$ cat src/rtl/program_counter_if.sv
// rtl/program_counter_if.sv - fetch-address handshake bundle between program_counter and its consumer
interface program_counter_if #(
  parameter int unsigned N = 32
) ();

  logic         load;
  logic [N-1:0] in;
  logic         halt;
  logic [N-1:0] out;
  logic         out_valid;
  logic         out_ready;
  logic         trap;

  // Address generator side: takes redirect/halt/ready, drives the fetch address.
  modport master (
    input  load,
    input  in,
    input  halt,
    input  out_ready,
    output out,
    output out_valid,
    output trap
  );

  // Fetch-stage side: issues redirects/halts, consumes the fetch address.
  modport slave (
    output load,
    output in,
    output halt,
    output out_ready,
    input  out,
    input  out_valid,
    input  trap
  );

endinterface

$ cat src/rtl/program_counter.sv
// rtl/program_counter.sv - fetch-address generator with valid/ready handshake, redirect and halt; optional misalignment trap under PC_ALIGN_CHECK_EN
module program_counter #(
  parameter int unsigned  N            = 32,
  parameter int unsigned  STEP         = 4,
  parameter logic [N-1:0] RESET_VECTOR = '0,
  parameter logic [N-1:0] TRAP_VECTOR  = N'('h10)
) (
  input  logic              clk,
  input  logic              rst_n,
  program_counter_if.master bus
);

  localparam logic [1:0] ST_BOOT   = 2'd0;
  localparam logic [1:0] ST_RUN    = 2'd1;
  localparam logic [1:0] ST_BUBBLE = 2'd2;
  localparam logic [1:0] ST_HALTED = 2'd3;

  // STEP is a power of two, so the low address bits it spans must be zero
  // for an aligned target. A mask form also covers STEP == 1 (empty mask).
  localparam logic [N-1:0] STEP_V     = N'(STEP);
  localparam logic [N-1:0] ALIGN_MASK = N'(STEP - 1);

  logic [1:0]   state_q, state_d;
  logic [N-1:0] out_q,   out_d;
  logic         valid_q, valid_d;
  logic         trap_q,  trap_d;

  logic         fire;
  logic [N-1:0] out_inc;
  logic [N-1:0] load_addr;
  logic         load_trap;

  assign fire    = valid_q & bus.out_ready;
  assign out_inc = out_q + STEP_V;

`ifdef PC_ALIGN_CHECK_EN
  logic misaligned;

  // Misaligned redirect targets are replaced by the trap vector and flagged.
  always_comb begin
    misaligned = |(bus.in & ALIGN_MASK);
    load_addr  = misaligned ? TRAP_VECTOR : bus.in;
    load_trap  = misaligned;
  end
`else
  logic unused_trap_vector;

  // Redirect targets are taken verbatim; TRAP_VECTOR has no effect in this build.
  always_comb begin
    load_addr = bus.in;
    load_trap = 1'b0;
  end

  assign unused_trap_vector = ^{TRAP_VECTOR, ALIGN_MASK};
`endif

  // Next-state decode: load beats halt beats the plain increment.
  always_comb begin
    state_d = state_q;
    out_d   = out_q;
    valid_d = valid_q;
    trap_d  = 1'b0;

    if (bus.load) begin
      // A fire in the same cycle still completes with the old address;
      // the consumer sees one bubble before the new target.
      out_d   = load_addr;
      valid_d = 1'b0;
      trap_d  = load_trap;
      state_d = (state_q == ST_HALTED) ? ST_HALTED : ST_BUBBLE;
    end else begin
      case (state_q)
        ST_BOOT, ST_BUBBLE: begin
          if (bus.halt) begin
            valid_d = 1'b0;
            state_d = ST_HALTED;
          end else begin
            valid_d = 1'b1;
            state_d = ST_RUN;
          end
        end
        ST_RUN: begin
          // A presented address must be taken before halt can retire it,
          // so halt only acts on a fire or with nothing on offer.
          if (bus.halt && (fire || !valid_q)) begin
            if (fire) begin
              out_d = out_inc;
            end
            valid_d = 1'b0;
            state_d = ST_HALTED;
          end else if (fire) begin
            out_d = out_inc;
          end
        end
        ST_HALTED: begin
          valid_d = 1'b0;
          if (!bus.halt) begin
            valid_d = 1'b1;
            state_d = ST_RUN;
          end
        end
        default: begin
          valid_d = 1'b0;
          state_d = ST_BOOT;
        end
      endcase
    end
  end

  // State registers with synchronous active-low reset overriding everything.
  always_ff @(posedge clk) begin
    if (!rst_n) begin
      state_q <= ST_BOOT;
      out_q   <= RESET_VECTOR;
      valid_q <= 1'b0;
      trap_q  <= 1'b0;
    end else begin
      state_q <= state_d;
      out_q   <= out_d;
      valid_q <= valid_d;
      trap_q  <= trap_d;
    end
  end

  assign bus.out       = out_q;
  assign bus.out_valid = valid_q;
  assign bus.trap      = trap_q;

endmodule

$ cat src/flat_wrapper.sv
// flat-port wrapper written by rule: the top's interface ports become plain ports
module program_counter_flat 
#(
  parameter int unsigned  N            = 32,
  parameter int unsigned  STEP         = 4,
  parameter logic [N-1:0] RESET_VECTOR = '0,
  parameter logic [N-1:0] TRAP_VECTOR  = N'('h10)
)
  (clk, rst_n, bus_load, bus_in, bus_halt, bus_out_ready, bus_out, bus_out_valid, bus_trap);
  program_counter_if #(.N(N)) bus_i ();
  input  logic clk;
  input  logic rst_n;
  input wire logic [$bits(bus_i.load)-1:0] bus_load;
  input wire logic [$bits(bus_i.in)-1:0] bus_in;
  input wire logic [$bits(bus_i.halt)-1:0] bus_halt;
  input wire logic [$bits(bus_i.out_ready)-1:0] bus_out_ready;
  output wire logic [$bits(bus_i.out)-1:0] bus_out;
  output wire logic [$bits(bus_i.out_valid)-1:0] bus_out_valid;
  output wire logic [$bits(bus_i.trap)-1:0] bus_trap;
  assign bus_i.load = bus_load;
  assign bus_i.in = bus_in;
  assign bus_i.halt = bus_halt;
  assign bus_i.out_ready = bus_out_ready;
  assign bus_out = bus_i.out;
  assign bus_out_valid = bus_i.out_valid;
  assign bus_trap = bus_i.trap;
  program_counter #(.N(N), .STEP(STEP), .RESET_VECTOR(RESET_VECTOR), .TRAP_VECTOR(TRAP_VECTOR)) u_core (.clk(clk), .rst_n(rst_n), .bus(bus_i));
endmodule
$ cat config.mk
export PLATFORM = sky130hd
export DESIGN_NAME = program_counter_flat
export DESIGN_NICKNAME = d
export VERILOG_FILES = /design/src/rtl/program_counter_if.sv /design/src/rtl/program_counter.sv /design/src/flat_wrapper.sv
export SDC_FILE = /design/constraint.sdc
export NUM_CORES = 1
export LEC_CHECK = 0
export CAP_MARGIN = 25
export CORE_ASPECT_RATIO = 1.2
export CORE_MARGIN = 3
export CORE_UTILIZATION = 49
export DETAILED_ROUTE_END_ITERATION = 10
export PLACE_DENSITY = 0.86
export REMOVE_ABC_BUFFERS = 1
export SETUP_SLACK_MARGIN = 0.2
export SYNTH_ARGS = -nofsm -noshare
export SYNTH_HDL_FRONTEND = slang
export SYNTH_SLANG_ARGS = --single-unit
$ cat constraint.sdc
create_clock -name clk -period 2.8 [get_ports clk]
set_input_delay 0.56 -clock clk [delete_from_list [all_inputs] [get_ports clk]]
set_output_delay 0.56 -clock clk [all_outputs]
set_load 0.1 [all_outputs]
==> metrics.md <==
| Metric | Value |
|---|---|
| Synth top cells by count | `dfxtp_1 (35), o21ai_0 (28), nand2_1 (19)` |
| N_diodes | `0` |
| Post-synth EDFFs | `0` |
| I/O pin count | `slightly above 70` |
| Vias | `2297` |
| Post-synth top flop | `dfxtp_1` |
| Hold_buf cts | `0` |
| Clock root buffer | `clkbuf_8` |
| P_sw | `roughly 540 uW` |
| Most common cell in the netlist | `dfxtp_1` |
| Slew Viols, Final | `0` |
| Pint | `882 uW` |
| Comb pwr share | `~31%` |
| Remaining Overflow, GRT | `0` |
| Total power | `1.43 mW` |
| Period utilization | `a little over four fifths` |
| Clock-pin slew on the worst setup and hold paths | `0.07 ns` |
| H-Tree Depth | `2` |
| Post-DP Area | `2740 um^2` |
| Ys async rst share | `0%` |
| Setup bufs post-CTS | `0` |
| Critical path's largest stage delay | `0.70 ns` |
| Ys Warns | `0` |
| Clk_skew | `0.00830 ns` |
| FILL cells | `341` |
| P per Cell Area | `503 nW/um^2` |
| Clock Latency Late Sink | `just under 0.3 ns` |
| Post-DP HPWL | `4380 um` |
| Cell count after synthesis | `258` |
| Final core occ | `71.4%` |
| Crit path top cell by count | `or4_1` |
| First drt pass iteration count | `4` |
| Setup violators final | `0` |
| Power share of the clock group | `28.7%` |
| Status | `complete, no violations` |
| Final hold violation count | `0` |
| Post-Syn Area per Cell | `between 7 and 8 um^2` |
| WS Path Type | `input pin to flip-flop` |
| Row Count | `25` |
| RSZ-0062 raised after global routing | `no` |
| Placed insts | `376` |
| Clk buf depth | `2` |
| Die Wd | `65 um` |
| # clock sinks | `35` |
| Multi-input logic area | `1260 um^2` |
| Post-Syn Area | `approximately 2000 um^2` |
| Crit-path max FO | `8` |
| Flop pwr share | `40.7%` |
| Worst EP arrival | `around 2.6 ns` |
| Synth area leader | `dfxtp_1` |
| Largest net degree at the start of global routing | `27` |
| Finished Layout Cells | `approximately 380` |
| Pre-CTS WS | `0.139 ns` |
| CTS Buf Count | `5` |
| Port bufs | `69` |
| Total Routing Usage GR | `between 20 and 25%` |
| Critical path capture point type | `flip-flop` |
| DIE HEIGHT | `~77 um` |
| Yosys reg bits | `35` |
| Nets | `367` |
| Initial core utilization | `51.5%` |
| Vias/cell | `5.98` |
| First-pass GRT wire length | `slightly below 10000 um` |
| Post-synth cell types | `47` |
| Min cycle time layout | `2.37 ns` |
| Worst-margin pin slew | `0.493 ns` |
| Post-route cell area | `2840 um^2` |
| Net Sw Frac | `38.2%` |
| Iter 0 DRT Violations | `245` |
| Area grow syn2layout | `38.5%` |
| Max-cap violation count | `0` |
| Vias in the first global route | `2081` |
| CTS tree | `done` |
| Hold Crit Class | `flip-flop to flip-flop` |
| Remaining DRCs | `0` |
| Yosys top cell area share | `34.2%` |
| Fmax | `0.422 GHz` |
| WL final | `5990 um` |
| Share of layout cells above drive strength 1 | `between 10% and 20%` |
| CTS resizes | `0` |
| DR WL/cell | `15.6 um` |
| Static leakage | `1.03 nW` |
| Final worst slack | `0.433 ns` |
| GP Congestion | `a little under 0.9` |
| Data required, critical path | `approximately 3.0 ns` |
| Initial antenna violation count | `0` |
| Total negative slack | `0 ns` |
| Worst Hold Margin | `0.500 ns` |
| CP Cell Sequence | `clkdlybuf4s50_1 -> nand4b_4 -> or4_1 -> or4_1 -> a31oi_1` |
| Post-DRT Antenna Nets | `0` |
| Crit path launch type | `input pin` |
| Ranking of synthesized cells by area | `dfxtp_1 (34%), o21ai_0 (6.8%), nand2_1 (3.5%)` |
| Worst path slowest cell | `or4_1` |
| Worst vdd ir | `361 uV` |
| Slew margin rel. | `about two thirds` |
| Register area | `701 um^2` |
| Die area | `4990 um^2` |
| Core Area | `3970 um^2` |
| Seq/Total Area, Yosys | `34.2%` |
critical path, delay by kind of cell:
kind            cells  cell delay (ns)
simple gates        3             1.32
compound gates      1             0.17
buf+inv             1             0.53
kinds of logic (layout without fill, tap and decap cells):
family	count (synthesis)	after routing	synth area share, %
xor gates and xnor gates	11	11	4.71
AOI/OAI and AO/OA	71	71	21.6
other	1	1	0.183
adders and majority gates	1	1	0.611
DFF	35	35	34.2
buffers and inverters	21	93	4.16
muxes	3	3	1.47
and+or+nand+nor	115	115	33.0
layout make-up:
| type | instances | area share, % |
|---|---|---|
| Timing Repair Buffer | 79 | 24.1 |
| Tap cell | 54 | 2.38 |
| Clock buffer | 8 | 3.53 |
| Sequential cell | 35 | 24.7 |
| Multi-Input combinational cell | 202 | 44.5 |
| Inverter | 6 | 0.794 |
power by group through the flow:
stage / registers, mW / clock network, mW / logic, mW
after global placement: 0.588 / 0 / 0.431
after CTS: 0.579 / 0.414 / 0.437
after floorplan: 0.807 / 0 / 0.0768
final: 0.580 / 0.410 / 0.436
after detailed placement: 0.590 / 0 / 0.435
after global routing: 0.587 / 0.437 / 0.457
worst paths after layout:
path,start,to,slack [ns],cells after the start
setup / recovery,bus_out_ready,u_core.bus.out[15],0.43,5
hold / removal,u_core.bus.out[0],u_core.bus.out[0],0.50,2
setup reg to reg,u_core.bus.out[14],u_core.bus.out[27],0.62,4
hold reg to reg,u_core.bus.out[0],u_core.bus.out[0],0.50,2
per-layer routing:
| layer | GRT usage, % | vias up | routed length [um] |
|---|---|---|---|
| met4 | 10.6 | 0 | 160 |
| met3 | 4.39 | 16 | 361 |
| met1 | 32.7 | 1057 | 2540 |
| li1 | - | 1127 | - |
| met2 | 39.6 | 97 | 2920 |
| met5 | 0 | - | 0 |
registers in the layout, indices dropped and copies added (netlist names):
signal	flops
u_core.bus.out_valid	1
u_core.state_q	2
u_core.bus.out	32
cell usage in the layout (no fill, tap or decap), types with 7 or more instances in the layout:
| cell | synthesis | final |
|---|---|---|
| buf_4 | 1 | 43 |
| clkdlybuf4s50_1 | 0 | 36 |
| dfxtp_1 | 35 | 35 |
| o21ai_0 | 28 | 28 |
| nand2_1 | 19 | 19 |
| nor2_1 | 15 | 15 |
| nand3_1 | 12 | 12 |
| nor3_1 | 11 | 11 |
| a21oi_1 | 11 | 11 |
| nand4_1 | 10 | 10 |
| or4_1 | 9 | 9 |
| a31oi_1 | 8 | 8 |
| a211oi_1 | 7 | 7 |
| or3_1 | 7 | 7 |
| clkbuf_8 | 0 | 7 |
(Power assumes the default switching activity.)
